File: src/rtl/stack_call_controller_pkg.sv
// Shared state encoding and sizing helper for the subroutine call-stack controller.
package cpu_stack_pkg;

  typedef enum logic [1:0] {
    ST_IDLE    = 2'd0,
    ST_PUSH    = 2'd1,
    ST_POP     = 2'd2,
    ST_CAPTURE = 2'd3
  } state_t;

  // Bits needed to hold values 0..value-1 (callers pass depth+1 to size depth_count).
  function automatic int log2_ceil(input int value);
    int r;
    r = 0;
    for (int i = 0; i < 31; i++) begin
      if ((1 << i) < value) r = i + 1;
    end
    return r;
  endfunction

endpackage

File: src/rtl/stack_call_controller_if.sv
// Request, LIFO and program-counter signals of the call-stack controller.
interface stack_call_controller_if
  import cpu_stack_pkg::*;
#(
  parameter int width        = 16,
  parameter int depth        = 16,
  parameter int log2_depthp1 = log2_ceil(depth + 1)
);

  logic                    call_req;
  logic                    ret_req;
  logic [width-1:0]        ret_addr;
  logic                    stk_push;
  logic                    stk_pop;
  logic [width-1:0]        stk_data;
  logic [width-1:0]        stk_q;
  logic                    pc_load;
  logic [width-1:0]        pc_value;
  logic                    busy;
  logic [log2_depthp1-1:0] depth_count;
  logic                    overflow;
  logic                    underflow;
  logic                    req_dropped;

  // Controller side
  modport master (
    input  call_req, ret_req, ret_addr, stk_q,
    output stk_push, stk_pop, stk_data, pc_load, pc_value, busy,
           depth_count, overflow, underflow, req_dropped
  );

  // Requester / LIFO side
  modport slave (
    output call_req, ret_req, ret_addr, stk_q,
    input  stk_push, stk_pop, stk_data, pc_load, pc_value, busy,
           depth_count, overflow, underflow, req_dropped
  );

endinterface

File: src/rtl/stack_call_controller.sv
// Sequences subroutine call/return requests onto an external LIFO and
// returns popped addresses to the program counter.
module stack_call_controller
  import cpu_stack_pkg::*;
#(
  parameter int width        = 16,
  parameter int depth        = 16,
  parameter int log2_depthp1 = log2_ceil(depth + 1)
) (
  input logic                    i_clock,
  input logic                    i_reset,
  stack_call_controller_if.master bus
);

  // state      | meaning
  // ST_IDLE    | waiting for call_req / ret_req
  // ST_PUSH    | strobing latched return address into the LIFO
  // ST_POP     | strobing a pop from the LIFO
  // ST_CAPTURE | registering LIFO output into pc_value

  localparam logic [log2_depthp1-1:0] CNT_FULL = log2_depthp1'(depth);
  localparam logic [log2_depthp1-1:0] CNT_ONE  = log2_depthp1'(1);

  state_t                  r_state;
  logic [width-1:0]        r_data;
  logic [width-1:0]        r_pc_value;
  logic                    r_pc_load;
  logic [log2_depthp1-1:0] r_count;
  logic                    r_overflow;
  logic                    r_underflow;
  logic                    r_req_dropped;

  state_t w_state_nxt;
  logic   w_latch;
  logic   w_push;
  logic   w_pop;
  logic   w_set_ovf;
  logic   w_set_udf;
  logic   w_set_drop;
  logic   w_any_req;

  assign w_any_req = bus.call_req | bus.ret_req;

  always_ff @(posedge i_clock) begin
    if (i_reset) begin
      r_state       <= ST_IDLE;
      r_data        <= '0;
      r_pc_value    <= '0;
      r_pc_load     <= 1'b0;
      r_count       <= '0;
      r_overflow    <= 1'b0;
      r_underflow   <= 1'b0;
      r_req_dropped <= 1'b0;
    end else begin
      r_state   <= w_state_nxt;
      r_pc_load <= (r_state == ST_CAPTURE);
      if (w_latch) r_data <= bus.ret_addr;
      if (r_state == ST_CAPTURE) r_pc_value <= bus.stk_q;
      if (w_push) r_count <= r_count + CNT_ONE;
      else if (w_pop) r_count <= r_count - CNT_ONE;
      if (w_set_ovf) r_overflow <= 1'b1;
      if (w_set_udf) r_underflow <= 1'b1;
      if (w_set_drop) r_req_dropped <= 1'b1;
    end
  end

  always_comb begin
    w_state_nxt = r_state;
    w_latch     = 1'b0;
    w_push      = 1'b0;
    w_pop       = 1'b0;
    w_set_ovf   = 1'b0;
    w_set_udf   = 1'b0;
    w_set_drop  = 1'b0;
    case (r_state)
      ST_IDLE: begin
        if (bus.call_req) begin
          // A simultaneous return loses to the call and is flagged.
          w_set_drop = bus.ret_req;
          if (r_count == CNT_FULL) begin
            w_set_ovf = 1'b1;
          end else begin
            w_latch     = 1'b1;
            w_state_nxt = ST_PUSH;
          end
        end else if (bus.ret_req) begin
          if (r_count == '0) w_set_udf = 1'b1;
          else w_state_nxt = ST_POP;
        end
      end
      ST_PUSH: begin
        w_push      = 1'b1;
        w_set_drop  = w_any_req;
        w_state_nxt = ST_IDLE;
      end
      ST_POP: begin
        w_pop       = 1'b1;
        w_set_drop  = w_any_req;
        w_state_nxt = ST_CAPTURE;
      end
      ST_CAPTURE: begin
        w_set_drop  = w_any_req;
        w_state_nxt = ST_IDLE;
      end
      default: w_state_nxt = ST_IDLE;
    endcase
  end

  assign bus.stk_push    = w_push;
  assign bus.stk_pop     = w_pop;
  assign bus.stk_data    = r_data;
  assign bus.pc_load     = r_pc_load;
  assign bus.pc_value    = r_pc_value;
  assign bus.busy        = (r_state != ST_IDLE);
  assign bus.depth_count = r_count;
  assign bus.overflow    = r_overflow;
  assign bus.underflow   = r_underflow;
  assign bus.req_dropped = r_req_dropped;

endmodule
File: src/flat_wrapper.sv
// flat-port wrapper written by rule: the top's interface ports become plain ports
module stack_call_controller_flat import cpu_stack_pkg::*;
#(
  parameter int width        = 16,
  parameter int depth        = 16,
  parameter int log2_depthp1 = log2_ceil(depth + 1)
)
  (i_clock, i_reset, bus_call_req, bus_ret_req, bus_ret_addr, bus_stk_q, bus_stk_push, bus_stk_pop, bus_stk_data, bus_pc_load, bus_pc_value, bus_busy, bus_depth_count, bus_overflow, bus_underflow, bus_req_dropped);
  stack_call_controller_if #(.width(width), .depth(depth), .log2_depthp1(log2_depthp1)) bus_i ();
  input logic i_clock;
  input logic i_reset;
  input wire logic [$bits(bus_i.call_req)-1:0] bus_call_req;
  input wire logic [$bits(bus_i.ret_req)-1:0] bus_ret_req;
  input wire logic [$bits(bus_i.ret_addr)-1:0] bus_ret_addr;
  input wire logic [$bits(bus_i.stk_q)-1:0] bus_stk_q;
  output wire logic [$bits(bus_i.stk_push)-1:0] bus_stk_push;
  output wire logic [$bits(bus_i.stk_pop)-1:0] bus_stk_pop;
  output wire logic [$bits(bus_i.stk_data)-1:0] bus_stk_data;
  output wire logic [$bits(bus_i.pc_load)-1:0] bus_pc_load;
  output wire logic [$bits(bus_i.pc_value)-1:0] bus_pc_value;
  output wire logic [$bits(bus_i.busy)-1:0] bus_busy;
  output wire logic [$bits(bus_i.depth_count)-1:0] bus_depth_count;
  output wire logic [$bits(bus_i.overflow)-1:0] bus_overflow;
  output wire logic [$bits(bus_i.underflow)-1:0] bus_underflow;
  output wire logic [$bits(bus_i.req_dropped)-1:0] bus_req_dropped;
  assign bus_i.call_req = bus_call_req;
  assign bus_i.ret_req = bus_ret_req;
  assign bus_i.ret_addr = bus_ret_addr;
  assign bus_i.stk_q = bus_stk_q;
  assign bus_stk_push = bus_i.stk_push;
  assign bus_stk_pop = bus_i.stk_pop;
  assign bus_stk_data = bus_i.stk_data;
  assign bus_pc_load = bus_i.pc_load;
  assign bus_pc_value = bus_i.pc_value;
  assign bus_busy = bus_i.busy;
  assign bus_depth_count = bus_i.depth_count;
  assign bus_overflow = bus_i.overflow;
  assign bus_underflow = bus_i.underflow;
  assign bus_req_dropped = bus_i.req_dropped;
  stack_call_controller #(.width(width), .depth(depth), .log2_depthp1(log2_depthp1)) u_core (.i_clock(i_clock), .i_reset(i_reset), .bus(bus_i));
endmodule
File: config.mk
export PLATFORM = sky130hd
export DESIGN_NAME = stack_call_controller_flat
export DESIGN_NICKNAME = d
export VERILOG_FILES = /design/src/rtl/stack_call_controller_pkg.sv /design/src/rtl/stack_call_controller_if.sv /design/src/rtl/stack_call_controller.sv /design/src/flat_wrapper.sv
export SDC_FILE = /design/constraint.sdc
export NUM_CORES = 1
export LEC_CHECK = 0
export CAP_MARGIN = 40
export CORE_UTILIZATION = 41
export DETAILED_ROUTE_END_ITERATION = 10
export PLACE_DENSITY_LB_ADDON = 0.2
export SLEW_MARGIN = 20
export SYNTH_ARGS = -nofsm -noshare
export SYNTH_HDL_FRONTEND = slang
export SYNTH_SLANG_ARGS = --single-unit
File: constraint.sdc
create_clock -name i_clock -period 2.5 [get_ports i_clock]
set_clock_uncertainty 0.05 [all_clocks]
set_input_delay 0.25 -clock i_clock [delete_from_list [all_inputs] [get_ports i_clock]]
set_output_delay 0.25 -clock i_clock [all_outputs]
set_load 0.02 [all_outputs]
==> results of run 1 <==
-- kinds of logic (layout without fill, tap and decap cells) --
kind of cell,after synthesis,in the layout,synth area share
buffers and inverters,13,95,0.0330
xor gates and xnor gates,3,3,0.0148
DFF,43,43,0.483
adders and majority gates,9,9,0.0675
muxes,35,35,0.197
and+or+nand+nor,59,59,0.153
AOI/OAI and AO/OA,12,12,0.0506
-- worst max-delay path by stage --
stage                                      to  slack, ps  cells past startpoint
floorplan           u_core.bus.depth_count[4]        210                      8
global placement    u_core.bus.depth_count[4]        320                      8
detailed placement  u_core.bus.depth_count[4]        280                      8
CTS                 u_core.bus.depth_count[4]        250                      8
global route        u_core.bus.depth_count[4]        130                      8
finish              u_core.bus.depth_count[4]        270                      8
-- power by group --
| group | total, mW | internal (mW) | switching (mW) |
|---|---|---|---|
| clock network | 0.550 | 0.323 | 0.227 |
| logic | 1.29 | 0.655 | 0.638 |
| registers | 0.926 | 0.819 | 0.106 |
-- Yosys cell counts, types with 2 or more instances --
cell / n / area share
buf_2: 2 / 0.0056
nor3b_1: 2 / 0.0084
a21oi_1: 5 / 0.014
inv_1: 4 / 0.0084
nor2b_1: 2 / 0.0070
nor3_1: 2 / 0.0056
clkbuf_1: 4 / 0.0084
nor2_1: 43 / 0.091
buf_1: 2 / 0.0042
nor4b_1: 2 / 0.0098
ha_1: 8 / 0.056
nand2_1: 6 / 0.013
xnor2_1: 3 / 0.015
mux2i_1: 34 / 0.19
dfxtp_1: 43 / 0.48
-- layout make-up --
| cell class | count | area, sq um | area share |
|---|---|---|---|
| Tap cell | 50 | 62.6 | 0.0227 |
| Sequential cell | 43 | 861 | 0.313 |
| Timing Repair Buffer | 83 | 833 | 0.303 |
| Inverter | 4 | 15.0 | 0.00546 |
| Clock inverter | 2 | 35.0 | 0.0127 |
| Clock buffer | 6 | 82.6 | 0.0300 |
| Multi-Input combinational cell | 118 | 861 | 0.313 |
-- per-stage QoR --
step | setup slack (ps) | utilization | cells
CTS | 255 | 0.673 | 306
detailed placement | 277 | 0.644 | 298
finish | 266 | 0.673 | 306
floorplan | 210 | - | 174
global route | 131 | 0.673 | 306
global placement | 322 | 0.644 | 298
-- placed cells by master, fill, tap and decap left out --
cell type,n
a211oi_1,1
nor4_2,1
buf_4,3
nor4_4,1
a21oi_1,5
nor3_1,2
a21o_2,1
nor4b_1,2
mux2i_1,34
fa_1,1
nor2b_1,2
inv_1,4
clkdlybuf4s50_1,79
a21oi_4,1
a211o_1,1
nand2_1,6
a41oi_1,1
a21o_1,1
clkinv_2,1
dfxtp_1,43
bufinv_16,1
nor2_1,43
clkbuf_8,6
nor3b_1,2
o211ai_1,1
ha_1,8
buf_12,1
mux2_2,1
xnor2_1,3
-- metal layers --
| layer | global-route usage | wire length, um |
|---|---|---|
| met4 | 0.0391 | 23 |
| met5 | 0 | 0 |
| met1 | 0.201 | 1690 |
| met2 | 0.245 | 1700 |
| met3 | 0.0633 | 307 |
-- critical path, stage by stage (launching register included) --
cell,delay (ps)
dfxtp_1,340
inv_1,100
ha_1,200
inv_1,120
fa_1,410
a21o_1,190
a21oi_1,160
mux2i_1,210
mux2_2,350
-- registers in the layout, indices dropped and copies added, names as in the netlist --
name	count
u_core.bus.pc_value	16
u_core.bus.stk_data	16
u_core.bus.depth_count	5
u_core.r_state	2
u_core.bus.overflow	1
u_core.bus.pc_load	1
u_core.bus.req_dropped	1
u_core.bus.underflow	1
==> flow_summary.yaml, run 1 <==
placed_design:
  io_buffer_count: 79
  place_area_sq_mm: 0.00263
  hpwl_mm: 2.71
  place_congestion: 0.730
logic_synthesis:
  synth_fp_nets: 219
  synth-seq-area-share: 0.483
  ys_ff_latch: 43
  synthCells: 174
  synth_cell_types: 27
  syn_avg_cell_area_sq_um: 10.2
  synth_area_sq_mm: 0.00178
  yosysWarnings: 0
  async_reset_ff_frac: 0
  synth-edff-count: 0
  synth_ff_type: "dfxtp_1"
setup_path:
  critPathLaunchType: "flop"
  r2r_cells: 8
  crit_required_ps: 2630
  crit_type: "reg -> reg"
  arrival_ps: 2360
  endpoint_kind: "flop"
  rr_startpoint: "u_core.r_state[1]"
  cp_max_fo: 5
  cp-startpoint: "u_core.r_state[1]"
  r2r-end: "u_core.bus.depth_count[4]"
  r2r_slack_ps: 270
final_layout:
  num_antenna_cells: 0
  drive_gt1_frac: 0.0664
  design_area_sq_mm: 0.00275
  fillCellCount: 356
  area_growth_pct: 54.5
  final_nets: 300
clock_tree:
  clock_path_buffers: 2
  cts_setup_buffers: 0
  cts_root_buf: "clkbuf_8"
  clk_pin_slew_ps: 80
  clock-sinks: 43
  numCtsBuffers: 5
  htreeDepth: 2
  cts_resized: 0
  cts_tree: "built"
  cts_hold_buf: 0
  clk_latency_ps: 280
timing:
  setup_viol: 0
  fmax_mhz: 448
  finalMaxSlewViolations: 0
  holdWs_ps: 425
  worstMarginPinSlew_ps: 560
  fin_crit_ps: 2230
  final.setup.tns_ps: 0
  slew_headroom: 0.626
  rsz0062_at_grt: "no"
  hold_viol: 0
  fin_crit_sh: 0.894
drt:
  drc_errors: 0
  firstDrtPassIters: 4
  first_iter_violations: 34
  via_per_inst: 4.72
  ant_nets: 0
  wl_mm: 3.73
  wl_per_cell_um: 12.2
  vias: 1445
hold_path:
  worstHoldStart: "u_core.bus.underflow"
  whs_endpoint: "u_core.bus.underflow"
  hold_depth: 2
  hold_path.class: "reg -> reg"
power_and_ir_drop:
  vdd_drop_max_uv: 524
  p_per_area_mw_per_mm2: 1010
  total_power_mw: 2.77
  power_leakage_nw: 1.06
die:
  die-area_sq_mm: 0.00461
  num_rows: 23
  ios: 80
  chipWidth_um: 67.9
  core_area_sq_mm: 0.00409
  start_util: 0.436
  fp.dieH_um: 67.9
grt:
  track_usage: 0.157
  grt_pass1_wl_mm: 5.41
  grt_max_degree: 20
  grt_pass1_vias: 1244
  overflow: 0
  grt_antenna_before_repair: 0
status:
  status: "complete, no violations"
flow_run:
  maxCapViolations: 0
Power figures use the tool's default switching activity.
==> run 2: changes to the inputs <==
--- a/config.mk
+++ b/config.mk
@@ -9,6 +9,7 @@
 export CORE_UTILIZATION = 41
 export DETAILED_ROUTE_END_ITERATION = 10
 export PLACE_DENSITY_LB_ADDON = 0.2
+export SETUP_SLACK_MARGIN = 0.3
 export SLEW_MARGIN = 20
 export SYNTH_ARGS = -nofsm -noshare
 export SYNTH_HDL_FRONTEND = slang
==> flow_summary.yaml, run 2 (synthesized netlist as in run 1, its figures left out) <==
drt:
  firstDrtPassIters: 4
  routed.top_layer: "met4"
  met1_length_mm: 1.63
  wl_met2_mm: 1.77
  ant_nets: 0
  met3_length_um: 326
  vias: 1470
  wl_per_cell_um: 12.3
  via_per_inst: 4.80
  first_iter_violations: 66
  wl_mm: 3.77
  drc_errors: 0
setup_path:
  rr_startpoint: "u_core.r_state[1]"
  endpoint_kind: "flop"
  r2r_slack_ps: 420
  cp_max_fo: 5
  critPathLaunchType: "flop"
  r2r-end: "u_core.bus.depth_count[4]"
  r2r_cells: 8
  crit_required_ps: 2640
  crit_type: "reg -> reg"
  arrival_ps: 2210
placed_design:
  io_buffer_count: 79
  place_congestion: 0.696
  dp.cells: 298
  hpwl_mm: 2.70
power_and_ir_drop:
  vdd_drop_max_uv: 596
  p_per_area_mw_per_mm2: 1030
  power_leakage_nw: 1.07
timing:
  rsz0062_at_grt: "no"
  slew_headroom: 0.725
  setup_viol: 0
  fmax_mhz: 482
  final.setup.tns_ps: 0
  fin_crit_sh: 0.830
  worstMarginPinSlew_ps: 409
  finalMaxSlewViolations: 0
  hold_viol: 0
  fin_crit_ps: 2080
clock_tree:
  clock-sinks: 43
  cts_root_buf: "clkbuf_8"
  numCtsBuffers: 5
  cts_hold_buf: 0
  clk_latency_ps: 290
  clock_path_buffers: 2
  cts_tree: "built"
  htreeDepth: 2
  clk_pin_slew_ps: 80
grt:
  grt_pass1_wl_mm: 5.99
  grt_max_degree: 31
  grt_antenna_before_repair: 0
  track_usage: 0.176
  grt_pass1_vias: 1411
  overflow: 0
final_layout:
  regArea_sq_um: 863
  instances_no_fill: 306
  final_nets: 300
  area_growth_pct: 56.2
  fillCellCount: 357
  final_common_cell: "clkdlybuf4s50_1"
  num_antenna_cells: 0
  drive_gt1_frac: 0.0820
  multi_input_area_sq_um: 876
  layout_common_cells: "78 x clkdlybuf4s50_1, 43 x nor2_1, 41 x dfxtp_1, 34 x mux2i_1, 7 x ha_1"
hold_path:
  hold_path.class: "reg -> reg"
  hold_depth: 2
  whs_endpoint: "u_core.bus.overflow"
  worstHoldStart: "u_core.bus.overflow"
die:
  core_area_sq_mm: 0.00409
  fp.dieH_um: 67.9
  num_rows: 23
  chipWidth_um: 67.9
  ios: 80
  die-area_sq_mm: 0.00461
  start_util: 0.436
flow_run:
  maxCapViolations: 0
status:
  status: "complete, no violations"
## run 2: changes by cell type in the layout (fill, tap and decap cells not counted), sizes merged
cell / previous run / this run
bufinv: 1 / 2
clkdlybuf4s50: 79 / 78
clkinv: 1 / 0
dlygate4sd2: 0 / 1
## run 2: per-stage QoR
| stage | power (mW) | instance area, sq um | setup WS (ps) | hold slack, ps | utilization |
|---|---|---|---|---|---|
| 3_3_place_gp | 2.24 | 2650 | 353 | 402 | 0.647 |
| 5_1_grt | 3.05 | 2780 | 318 | 466 | 0.681 |
| 4_1_cts | 2.89 | 2780 | 326 | 443 | 0.679 |
| 3_5_place_dp | 2.26 | 2650 | 306 | 423 | 0.647 |
| 6_report | 2.87 | 2780 | 424 | 429 | 0.681 |
| 2_1_floorplan | 1.79 | 1790 | 348 | 347 | - |
## run 2: report_power, final
part	internal, mW	leakage [nW]	switching [mW]
clock	0.399	0.0654	0.231
combinational	0.655	0.653	0.645
sequential	0.823	0.352	0.114
total	1.88	1.07	0.989
## run 2: final cells by class
type	count	share of cell area
Multi-Input combinational cell	118	0.315
Sequential cell	43	0.310
Timing Repair Buffer	83	0.299
Clock buffer	6	0.0261
Tap cell	50	0.0225
Clock inverter	2	0.0216
Inverter	4	0.00540
## run 2: worst max-delay path by stage
stage / from / to / slack [ps] / cells past startpoint
6_report: u_core.r_state[1] / u_core.bus.depth_count[4] / 420 / 8
5_1_grt: u_core.r_state[1] / u_core.bus.depth_count[4] / 320 / 8
4_1_cts: u_core.r_state[0] / u_core.bus.depth_count[4] / 330 / 7
3_5_place_dp: u_core.r_state[1] / u_core.bus.depth_count[4] / 310 / 8
3_3_place_gp: u_core.r_state[1] / u_core.bus.depth_count[4] / 350 / 8
2_1_floorplan: u_core.r_state[1] / u_core.bus.depth_count[4] / 350 / 8
## run 2: worst max-delay path: stages, from the launching register on
cell     delay (ps)
dfxtp_2         350
inv_2            80
ha_4            130
inv_1            90
fa_2            360
a21o_1          180
a21oi_1         170
mux2i_1         210
mux2_2          340
## run 2: what timing repair did
action,CTS,global route
gates resized for setup,2,3
setup endpoints to repair,2,1
buffers inserted,0,0
## run 2: layer usage
layer | vias to the layer above | track usage
li1 | 743 | -
met1 | 674 | 0.190
met2 | 48 | 0.301
met3 | 5 | 0.0650
met4 | 0 | 0.0911
met5 | - | 0
==> run 3: changes to the inputs <==
==> constraint.sdc (replaced) <==
create_clock -name i_clock -period 2 [get_ports i_clock]
set_clock_uncertainty 0.05 [all_clocks]
set_input_delay 0.2 -clock i_clock [delete_from_list [all_inputs] [get_ports i_clock]]
set_output_delay 0.2 -clock i_clock [all_outputs]
set_load 0.02 [all_outputs]
==> flow_summary.yaml, run 3 (synthesized netlist as in run 1, its figures left out) <==
grt:
  overflow: 0
  grt_pass1_wl_mm: 6.20
  grt_antenna_before_repair: 0
  grt_max_degree: 36
  track_usage: 0.183
  grt_pass1_vias: 1373
clock_tree:
  clk_pin_slew_ps: 80
  cts_hold_buf: 0
  clock-sinks: 43
  clock_path_buffers: 2
  cts_tree: "built"
  numCtsBuffers: 5
  htreeDepth: 2
  cts_root_buf: "clkbuf_8"
  clk_latency_ps: 290
setup_path:
  cp_max_fo: 3
  critPathLaunchType: "flop"
  crit_type: "reg -> reg"
  crit_required_ps: 2130
  endpoint_kind: "flop"
  arrival_ps: 2060
timing:
  fin_crit_ps: 1930
  hold_viol: 0
  fin_crit_sh: 0.967
  finalMaxSlewViolations: 0
  rsz0062_at_grt: "yes"
  setup_viol: 0
  fmax_mhz: 517
  worstMarginPinSlew_ps: 562
  slew_headroom: 0.624
drt:
  ant_nets: 0
  wl_mm: 4.00
  first_iter_violations: 77
  via_per_inst: 4.77
  wl_per_cell_um: 12.7
  drc_errors: 0
  vias: 1506
  firstDrtPassIters: 4
power_and_ir_drop:
  p_per_area_mw_per_mm2: 1250
  switchingPower_mw: 1.33
  clockPowerShare: 0.151
  power_leakage_nw: 1.11
  vdd_drop_max_uv: 676
  p_comb_frac: 0.520
  p_int_mw: 2.23
  p_seq_frac: 0.329
  swShare: 0.374
  total_power_mw: 3.56
die:
  start_util: 0.436
  ios: 80
  core_area_sq_mm: 0.00409
  fp.dieH_um: 67.9
  chipWidth_um: 67.9
  num_rows: 23
  die-area_sq_mm: 0.00461
flow_run:
  maxCapViolations: 0
final_layout:
  final_nets: 310
  design_area_sq_mm: 0.00285
  layout_common_cells: "74 x clkdlybuf4s50_1, 43 x nor2_1, 40 x dfxtp_1, 34 x mux2i_1, 13 x buf_4"
  num_antenna_cells: 0
  final_common_cell: "clkdlybuf4s50_1"
  area_growth_pct: 60.2
  drive_gt1_frac: 0.150
placed_design:
  place_congestion: 0.755
  io_buffer_count: 79
  place_area_sq_mm: 0.00268
  hpwl_mm: 2.78
status:
  status: "complete, no violations"
hold_path:
  hold_path.class: "reg -> reg"
==> run 3: worst paths after layout <==
check                                          start  slack [ps]                   endpoint  cells after the start
worst max-delay path               u_core.r_state[1]          70  u_core.bus.depth_count[4]                      8
worst max register to register     u_core.r_state[1]          70  u_core.bus.depth_count[4]                      8
worst min register to register  u_core.bus.underflow         420       u_core.bus.underflow                      2
worst min-delay path            u_core.bus.underflow         420       u_core.bus.underflow                      2
==> run 3: area by class of cell <==
type,instances,area [sq um]
fillers,330,1230
multi-input cells,118,922
repair buffers,93,898
flip-flops and latches,43,867
clock buffers,6,72.6
well taps,50,62.6
inverters,4,17.5
clock inverters,2,12.5
==> run 3: routing by layer <==
metal | global-route usage | up-vias | wire length (um)
li1 | - | 765 | -
met2 | 0.291 | 44 | 1920
met5 | 0 | - | 0
met1 | 0.229 | 692 | 1770
met4 | 0.0859 | 0 | 55
met3 | 0.0500 | 5 | 256
==> run 3: metrics by stage <==
stage               std cells   util  hold slack (ps)  TNS [ps]  worst slack [ps]
global route              316  0.698              449     -30.8             -30.8
CTS                       316  0.694              432         0              42.8
floorplan                 174      -              297         0              16.7
detailed placement        301  0.656              410         0              27.1
global placement          301  0.656              402         0              60.7
finish                    316  0.698              422         0              66.7
==> run 3: critical path: stages (launching register included) <==
cell and delay [ps]:
dfxtp_2 330, inv_2 60, ha_4 140, inv_4 40, fa_2 330, a21o_1 190, a21oi_2 130, mux2i_1 200
mux2_2 340
==> run 3: what timing repair did <==
item                                    in CTS  in global routing
endpoints found under the setup margin      17                 21
gates cloned                                 0                  0
gates resized for setup                      8                  7
setup buffers                                7                  0
pin swaps                                    8                  4
==> run 3: power by group through the flow <==
stage          clock [mW]  sequential (mW)  combinational, mW
6_report            0.537             1.17               1.85
3_3_place_gp            0             1.18               1.69
4_1_cts             0.556             1.17               1.81
5_1_grt             0.597             1.20               2.01
3_5_place_dp            0             1.18               1.71
2_1_floorplan           0             1.35              0.931
